`src/rtl/alu_32.sv`:
```
// 32-bit ALU with a start/done handshake: seven single-cycle operations plus an
// unsigned modulo computed by a 32-iteration restoring divider.
module alu_32 #(
  parameter int WIDTH = 32
) (
  input  logic             clk,
  input  logic             reset,
  input  logic             start,
  input  logic [WIDTH-1:0] in1,
  input  logic [WIDTH-1:0] in2,
  input  logic [2:0]       sel,
  output logic [WIDTH-1:0] result,
  output logic             done
);

  localparam int CW = $clog2(WIDTH);
  localparam logic [2:0] OP_MOD = 3'b111;

  typedef enum logic [1:0] {
    S_IDLE = 2'd0,
    S_BUSY = 2'd1,
    S_FIN  = 2'd2,
    S_DONE = 2'd3
  } state_e;

  state_e           state_q, state_d;
  logic [WIDTH-1:0] dvd_q, dvd_d;
  logic [WIDTH-1:0] dvs_q, dvs_d;
  logic [WIDTH-1:0] rem_q, rem_d;
  logic [WIDTH-1:0] quo_q, quo_d;
  logic [WIDTH-1:0] result_q, result_d;
  logic [CW-1:0]    cnt_q, cnt_d;
  logic             done_q, done_d;

  logic [WIDTH-1:0] alu_s;
  logic [WIDTH:0]   trial_s;
  logic [WIDTH:0]   diff_s;

  // Single-cycle operation results, taken straight from the live inputs at acceptance
  always_comb begin
    alu_s = {WIDTH{1'b0}};
    case (sel)
      3'b000:  alu_s = in1 & in2;
      3'b001:  alu_s = in1 | in2;
      3'b010:  alu_s = in1 ^ in2;
      3'b011:  alu_s = ~(in1 | in2);
      3'b100:  alu_s = {{(WIDTH-1){1'b0}}, ($signed(in1) < $signed(in2))};
      3'b101:  alu_s = in1 + in2;
      3'b110:  alu_s = in1 - in2;
      default: alu_s = {WIDTH{1'b0}};
    endcase
  end

  // One restoring step: 33 bits wide so the shifted remainder cannot overflow
  assign trial_s = {rem_q, dvd_q[cnt_q]};
  assign diff_s  = trial_s - {1'b0, dvs_q};

  // Next-state and datapath updates
  always_comb begin
    state_d  = state_q;
    dvd_d    = dvd_q;
    dvs_d    = dvs_q;
    rem_d    = rem_q;
    quo_d    = quo_q;
    cnt_d    = cnt_q;
    result_d = result_q;
    done_d   = done_q;
    case (state_q)
      S_IDLE: begin
        done_d = 1'b0;
        if (start) begin
          dvd_d = in1;
          dvs_d = in2;
          rem_d = {WIDTH{1'b0}};
          quo_d = {WIDTH{1'b0}};
          cnt_d = CW'(WIDTH - 1);
          if (sel == OP_MOD) begin
            state_d = S_BUSY;
          end else begin
            result_d = alu_s;
            done_d   = 1'b1;
            state_d  = S_DONE;
          end
        end else begin
          state_d = S_IDLE;
        end
      end
      S_BUSY: begin
        if (dvs_q == {WIDTH{1'b0}}) begin
          // x mod 0 is defined here as x; no iterations are run
          result_d = dvd_q;
          done_d   = 1'b1;
          state_d  = S_DONE;
        end else begin
          if (trial_s >= {1'b0, dvs_q}) begin
            rem_d = diff_s[WIDTH-1:0];
            quo_d = {quo_q[WIDTH-2:0], 1'b1};
          end else begin
            rem_d = trial_s[WIDTH-1:0];
            quo_d = {quo_q[WIDTH-2:0], 1'b0};
          end
          if (cnt_q == {CW{1'b0}}) begin
            state_d = S_FIN;
          end else begin
            cnt_d = cnt_q - CW'(1);
          end
        end
      end
      S_FIN: begin
        result_d = rem_q;
        done_d   = 1'b1;
        state_d  = S_DONE;
      end
      S_DONE: begin
        if (start) begin
          done_d  = 1'b1;
          state_d = S_DONE;
        end else begin
          done_d  = 1'b0;
          state_d = S_IDLE;
        end
      end
      default: begin
        done_d  = 1'b0;
        state_d = S_IDLE;
      end
    endcase
  end

  // State and datapath registers with synchronous reset
  always_ff @(posedge clk) begin
    if (reset) begin
      state_q  <= S_IDLE;
      dvd_q    <= {WIDTH{1'b0}};
      dvs_q    <= {WIDTH{1'b0}};
      rem_q    <= {WIDTH{1'b0}};
      quo_q    <= {WIDTH{1'b0}};
      cnt_q    <= {CW{1'b0}};
      result_q <= {WIDTH{1'b0}};
      done_q   <= 1'b0;
    end else begin
      state_q  <= state_d;
      dvd_q    <= dvd_d;
      dvs_q    <= dvs_d;
      rem_q    <= rem_d;
      quo_q    <= quo_d;
      cnt_q    <= cnt_d;
      result_q <= result_d;
      done_q   <= done_d;
    end
  end

  assign result = result_q;
  assign done   = done_q;

endmodule

```
`config.mk`:
```
export PLATFORM = sky130hd
export DESIGN_NAME = alu_32
export DESIGN_NICKNAME = d
export VERILOG_FILES = /design/src/rtl/alu_32.sv
export SDC_FILE = /design/constraint.sdc
export NUM_CORES = 1
export LEC_CHECK = 0
export CELL_PAD_IN_SITES_DETAIL_PLACEMENT = 1
export CELL_PAD_IN_SITES_GLOBAL_PLACEMENT = 2
export CORE_UTILIZATION = 35
export DETAILED_ROUTE_END_ITERATION = 12
export PLACE_DENSITY = 0.88
export REMOVE_ABC_BUFFERS = 1
export SYNTH_ARGS = -nofsm -noshare
export SYNTH_HDL_FRONTEND = slang
export SYNTH_SLANG_ARGS = --single-unit
```
`constraint.sdc`:
```
create_clock -name clk -period 5.1 [get_ports clk]
set_clock_uncertainty 0.15 [all_clocks]
set_input_delay 0.765 -clock clk [delete_from_list [all_inputs] [get_ports clk]]
set_output_delay 0.765 -clock clk [all_outputs]
set_load 0.02 [all_outputs]
```
==> results by group, run 1 <==
Placement
  • Dpl cell area: about 0.015 sq mm
  • HPWL Detailed: 42.04 mm
  • Port bufs: around 100
  • GP Congestion: around 0.93

Setup path
  • Critical path type: flip-flop to flip-flop
  • CP Launch Type: flip-flop
  • Worst path arrival time: around 5 ns
  • Crit-path max FO: 11
  • Reg2reg start: cnt_q[1]
  • R2R setup slack: ~0.25 ns
  • Reg2reg end: rem_q[26]
  • Crit path capture type: flip-flop
  • Worst Path Required: approximately 5.3 ns
  • R2R depth: 16

Floorplan
  • Chip height: approximately 200 um
  • Site row count: 70
  • Die Width: slightly below 200 um
  • Core area: around 0.037 sq mm
  • Initial core utilization: ~36%
  • Die area: ~0.038 sq mm
  • Ports: 103

Timing
  • Minimum clock period: roughly 4.9 ns
  • Unrepaired setup endpoints after global routing: false
  • Least-Margin Pin Slew: approximately 1.3 ns
  • Slew Viols, Final: 0
  • Slew headroom: between 10 and 15%
  • Final hold violation count: 0
  • Final setup vio count: 0
  • Setup TNS Final: 0 ns
  • Fin crit share: roughly 95%
  • Max frequency: slightly above 200 MHz

Final layout
  • Layout cells sized above 1: 6.260%
  • Diode count: 0
  • Most frequent cells in the layout: nand2_1 (218), a21oi_1 (213), nor2_1 (141)
  • Synth-to-Final Area Change: 15.24%
  • Leading cell type in the layout, fill and taps excluded: nand2_1
  • # nets final: approximately 2100
  • Final Cell Area: roughly 0.015 sq mm

Worst hold path
  • Hold Path Stages: 2
  • Min-delay src: dvs_q[10]
  • Worst Hold End: dvs_q[10]
  • Worst min-delay path class: flip-flop to flip-flop

Synthesis
  • Cell taking the most area after synthesis: dfxtp_1
  • Synth top area share: about a fifth
  • Seq/Total Area, Yosys: 20.64%
  • Top FF cell, synth: dfxtp_1
  • Post-synthesis cell area: ~0.013 sq mm
  • Share of flip-flops with an asynchronous set or reset: 0%
  • Yosys cell types: a little under 80
  • Mapped Cells: 1808
  • Synth Register Bits: between 100 and 150
  • Synth warnings: 0
  • Number of synthesized flops with an enable pin: 0
  • Largest cells by area after synthesis: dfxtp_1 (21%), ha_1 (13%), a21oi_1 (8.1%)
  • Mapped Avg Cell Area: 7.297 sq um

Clocking
  • Worst-path clk slew: around 0.070 ns
  • CTS Buffer Depth: 2
  • H-tree depth: 4
  • Worst-skew pair later-pin latency: ~0.45 ns
  • CTS Root Cell: clkbuf_16
  • Post-CTS Setup Bufs: 0
  • Total CTS buffers: 17
  • TritonCTS Sinks: 136
  • CTS tree: yes

Power and ir drop
  • Pwr Density: 462.3 mW/mm^2
  • Maximum vdd drop: between 0.2 and 0.3 mV
  • Leakage power: around 6.3 nW

Route
  • Average vias per placed instance: 6.008
  • Final ANT Viol Nets: 0
  • Wirelength, routed: roughly 55 mm
  • TritonRoute pass-1 iters: 7
  • Mean routed wirelength per cell: around 23 um
  • DRC viols: 0
  • Via count: around 14000
  • Iteration-0 DRC Markers: 1102

GRT
  • Initial antenna violation count: 0
  • First-pass GRT wire length: around 84 mm
  • Vias in the first global route: 14041
  • Largest net degree at the start of global routing: just under 80
  • GRT Total Usage: around 28%
  • GR Overflow Total: 0

Run status
  • Outcome: finished clean

Job
  • Number of max-cap violations: 0
-- critical path, cell delays in order (launching register included) --
cell      delay, ns
dfxtp_1        0.65
mux4_2         0.42
mux4_2         0.51
mux2i_1        0.32
ha_1           0.21
inv_1          0.05
fa_1           0.39
a21o_1         0.17
a21o_1         0.21
a211o_1        0.33
nand3_1        0.08
nand2_1        0.10
o21ai_0        0.36
o21bai_1       0.23
a31oi_1        0.26
xor2_1         0.19
o21ai_0        0.09
-- logic make-up (layout without fill, tap and decap cells) --
family | count (synthesis) | in the layout | share of synthesized area [%]
flip-flops | 136 | 136 | 20.64
adder cells (fa/ha/maj) | 141 | 141 | 13.54
buffers and inverters | 263 | 308 | 7.796
XOR/XNOR | 72 | 72 | 4.780
AND/OR/NAND/NOR | 522 | 522 | 17.75
multiplexers | 42 | 42 | 4.145
AO/OA/AOI/OAI | 632 | 632 | 31.34
-- cells in the mapped netlist (all sizes together), types with 9 or more instances --
cell type    n
and2         9
xnor2       44
a211oi      31
nand2      219
nand2b      12
nand4       10
a21o        42
a311oi       9
a22oi       34
a21oi      213
o221ai      10
o21ai      107
o22ai       14
nand3       23
inv        140
xor2        28
mux2i       31
clkbuf      91
o211ai      14
ha         138
dfxtp      136
o21bai      20
buf         32
nor2b       14
nor2       143
a22o        23
nor3        41
mux4        10
a31oi       18
nor4        19
a221oi      17
-- worst max-delay path by stage --
stage	startpoint	endpoint	slack (ns)	depth (start not counted)
finish	cnt_q[1]	rem_q[26]	0.25	16
global route	cnt_q[1]	rem_q[20]	0.01	16
CTS	cnt_q[0]	rem_q[26]	0.28	17
global placement	cnt_q[0]	rem_q[26]	0.42	17
floorplan	cnt_q[0]	rem_q[15]	0.23	14
detailed placement	cnt_q[1]	rem_q[26]	0.31	16
-- flip-flops by register name, summed over array words and instances (netlist names) --
| name | cells |
|---|---|
| dvd_q | 32 |
| dvs_q | 32 |
| rem_q | 32 |
| result | 32 |
| cnt_q | 5 |
| state_q | 2 |
| done | 1 |
-- power breakdown --
| group | internal, mW | total [mW] | switching [mW] |
|---|---|---|---|
| registers | 1.31 | 1.57 | 0.260 |
| logic | 1.58 | 4.18 | 2.60 |
| clock network | 0.699 | 1.28 | 0.577 |
-- through the flow --
step	setup slack (ns)	instances	utilization, %	hold WS (ns)	power (mW)
final	0.2474	2357	41.23	0.3312	7.028
after global routing	0.009572	2357	41.23	0.3483	7.462
after CTS	0.2844	2357	41.22	0.3329	6.985
after detailed placement	0.3085	2325	39.65	0.3195	5.678
after global placement	0.4172	2325	39.65	0.3126	5.587
after floorplan	0.2309	1685	-	0.2898	4.119
-- cell type report --
cell class,instances,area [sq um]
Multi-Input combinational cell,1409,9459
Inverter,140,525.5
Clock inverter,13,136.4
Sequential cell,136,2723
Timing Repair Buffer,136,1286
Tap cell,504,630.6
Fill cell,4548,21670
Clock buffer,19,442.9
-- per-layer routing --
metal,vias up,track usage (%),wire [um]
met4,0,10.85,2075
li1,6532,-,-
met5,-,0,0
met1,7007,38.28,24750
met2,518,46.21,24760
met3,104,3.266,2959
-- timing repair --
item,CTS,global route
hold buffers,0,0
endpoints found under the hold margin,0,0
setup endpoints to repair,0,4
gates resized for setup,0,2
(Power assumes the default switching activity.)
==> run 2: changes to the inputs <==
--- a/config.mk
+++ b/config.mk
@@ -9,7 +9,8 @@
 export CELL_PAD_IN_SITES_GLOBAL_PLACEMENT = 2
 export CORE_UTILIZATION = 35
 export DETAILED_ROUTE_END_ITERATION = 12
-export PLACE_DENSITY = 0.88
+export GPL_ROUTABILITY_DRIVEN = 0
+export PLACE_DENSITY_LB_ADDON = 0.15
 export REMOVE_ABC_BUFFERS = 1
 export SYNTH_ARGS = -nofsm -noshare
 export SYNTH_HDL_FRONTEND = slang
==> run 2 against run 1 <==
Effect of this change: count of clock-buffer cells in the layout shrank 1; total power grew 0.39%; via count shrank 1.4%; setup slack lost 0.0080 ns; critical path depth shrank 1; wire length grew 2.7%; non-clock buffer count grew 5; sequential share of layout area is essentially flat; global-route usage grew 0.81 points; flip-flop and latch count is the same; sequential power is essentially flat; clock power is essentially flat.
==> results by group, run 2 (synthesized netlist as in run 1, its figures left out) <==
Setup path
  • CP Launch Type: flip-flop (unchanged)
  • Crit path capture type: flip-flop (unchanged)
  • Worst path arrival time: 5.04 ns (was 5.03 ns)
  • CP max stage delay: 0.66 ns (was 0.65 ns)
  • CP max-delay cell: dfxtp_1 (unchanged)
  • Worst Path Required: 5.28 ns (about the same)
  • Critical path type: flip-flop to flip-flop (unchanged)
  • CP cell instances: mux4_2 > mux4_2 > mux2i_1 > ha_1 > inv_1 > fa_1 > a21o_1 > a21o_1 > a211o_1 > and2_1 > o31ai_2 > a21oi_1 > a41oi_1 > xor2_1 > o21ai_0 (was mux4_2 > mux4_2 > mux2i_1 > ha_1 > inv_1 > fa_1 > a21o_1 > a21o_1 > a211o_1 > nand3_1 > nand2_1 > o21ai_0 > o21bai_1 > a31oi_1 > xor2_1 > o21ai_0)
  • Crit-path max FO: 11 (unchanged)

Placement
  • Inst Count DP: 2330 (was 2325)
  • Dpl cell area: 0.01466 sq mm (was 0.01462 sq mm)
  • Pre-CTS setup slack: -0.06060 ns (was 0.3085 ns)
  • Port bufs: 102 (unchanged)
  • HPWL Detailed: 43.27 mm (was 42.04 mm)

Clocking
  • PostCTS Resize Cnt: 1 (was 0)
  • Worst-path clk slew: 0.07 ns (about the same)
  • H-tree depth: 4 (unchanged)
  • CTS Buffer Depth: 2 (unchanged)
  • Hold buffers post-CTS: 0 (unchanged)
  • CTS Root Cell: clkbuf_16 (unchanged)
  • TritonCTS Sinks: 136 (unchanged)
  • Worst-skew pair later-pin latency: 0.45 ns (about the same)
  • Total CTS buffers: 17 (unchanged)
  • CTS tree: yes (unchanged)
  • Post-CTS Setup Bufs: 0 (unchanged)

Final layout
  • Leading cell type in the layout, fill and taps excluded: nand2_1 (unchanged)
  • Most frequent cells in the layout: nand2_1 (218), a21oi_1 (213), nor2_1 (141) (unchanged)
  • # nets final: 2056 (was 2051)
  • Synth-to-Final Area Change: 15.47% (was 15.24%)
  • Layout cells sized above 1: 6.566% (was 6.260%)
  • Diode count: 0 (unchanged)
  • Final Cell Area: 0.01523 sq mm (was 0.01520 sq mm)
  • Layout Cells excl Fill: 2362 (was 2357)

GRT
  • GR Overflow Total: 0 (unchanged)
  • Largest net degree at the start of global routing: 66 (was 78)
  • First-pass GRT wire length: 85.32 mm (was 84.24 mm)
  • Initial antenna violation count: 0 (unchanged)
  • GRT Total Usage: 29.20% (was 28.39%)
  • Vias in the first global route: 13743 (was 14041)

Floorplan
  • Chip height: 196.1 um (unchanged)
  • Site row count: 70 (unchanged)
  • Initial core utilization: 35.78% (unchanged)
  • Die Width: 196.1 um (unchanged)
  • Die area: 0.03847 sq mm (unchanged)
  • Ports: 103 (unchanged)
  • Core area: 0.03687 sq mm (unchanged)

Timing
  • Least-Margin Pin Slew: 1.084 ns (was 1.311 ns)
  • Final hold violation count: 0 (unchanged)
  • Final setup vio count: 0 (unchanged)
  • Unrepaired setup endpoints after global routing: false (unchanged)
  • Setup ws final: 0.2394 ns (was 0.2474 ns)
  • Max frequency: 205.7 MHz (was 206.1 MHz)
  • Slew headroom: 27.44% (was 12.20%)
  • Fin crit share: 95.31% (was 95.15%)
  • Minimum clock period: 4.861 ns (was 4.853 ns)
  • Slew Viols, Final: 0 (unchanged)

Route
  • Average vias per placed instance: 5.912 (was 6.008)
  • DRC viols: 0 (unchanged)
  • Via count: 13964 (was 14161)
  • TritonRoute pass-1 iters: 5 (was 7)
  • Iteration-0 DRC Markers: 994 (was 1102)
  • Final ANT Viol Nets: 0 (unchanged)
  • Wirelength, routed: 56.03 mm (was 54.54 mm)
  • Mean routed wirelength per cell: 23.72 um (was 23.14 um)

Power and ir drop
  • Total Power: 7.055 mW (was 7.028 mW)
  • Pwr Density: 463.1 mW/mm^2 (was 462.3 mW/mm^2)
  • Maximum vdd drop: 0.2701 mV (was 0.2593 mV)
  • Leakage power: 6.337 nW (was 6.319 nW)

Run status
  • Outcome: finished clean (unchanged)

Worst hold path
  • Worst min-delay path class: flip-flop to flip-flop (unchanged)

Job
  • Number of max-cap violations: 0 (unchanged)
==> run 2: layout make-up <==
type / instances / area (sq um)
Tap cell: 504 / 630.6
Inverter: 140 / 525.5
Sequential cell: 136 / 2724
Clock buffer: 18 / 429.2
Multi-Input combinational cell: 1409 / 9475
Timing Repair Buffer: 141 / 1311
Clock inverter: 14 / 137.6
Fill cell: 4578 / 21640
==> run 2: stage by stage <==
| stage | hold slack (ns) | setup TNS [ns] | utilization, % |
|---|---|---|---|
| 6_report | 0.3251 | 0 | 41.31 |
| 5_1_grt | 0.3406 | 0 | 41.31 |
| 4_1_cts | 0.3252 | 0 | 41.31 |
| 3_5_place_dp | 0.3156 | -0.08173 | 39.76 |
| 3_3_place_gp | 0.3067 | 0 | 39.76 |
| 2_1_floorplan | 0.2898 | 0 | - |
==> run 2: critical path, delay by kind of cell, from the launching register on <==
family                   cells  cell delay (ns)
AO/OA/AOI/OAI                7             1.64
multiplexers                 3             1.26
flip-flops                   1             0.66
adder cells (fa/ha/maj)      2             0.62
AND/OR/NAND/NOR              1             0.16
XOR/XNOR                     1             0.16
buffers and inverters        1             0.05
==> run 2: metal layers <==
| metal | part of all wire, % | wire length [um] | GRT usage, % |
|---|---|---|---|
| met5 | 0 | 0 | 0 |
| met4 | 3.3 | 1845 | 10.33 |
| met3 | 4.3 | 2419 | 2.991 |
| met2 | 45 | 25480 | 47.41 |
| met1 | 47 | 26280 | 40.01 |
==> run 2: final timing paths <==
kind	start	endpoint	slack, ns	depth (start not counted)
worst min-delay path	dvd_q[10]	dvd_q[10]	0.33	2
worst max-delay path	cnt_q[1]	rem_q[20]	0.24	15
worst max register to register	cnt_q[1]	rem_q[20]	0.24	15
worst min register to register	dvd_q[10]	dvd_q[10]	0.33	2
==> run 2: power breakdown <==
group,switching (mW),internal [mW]
logic,2.64,1.57
clock network,0.595,0.684
registers,0.260,1.31
total,3.49,3.56
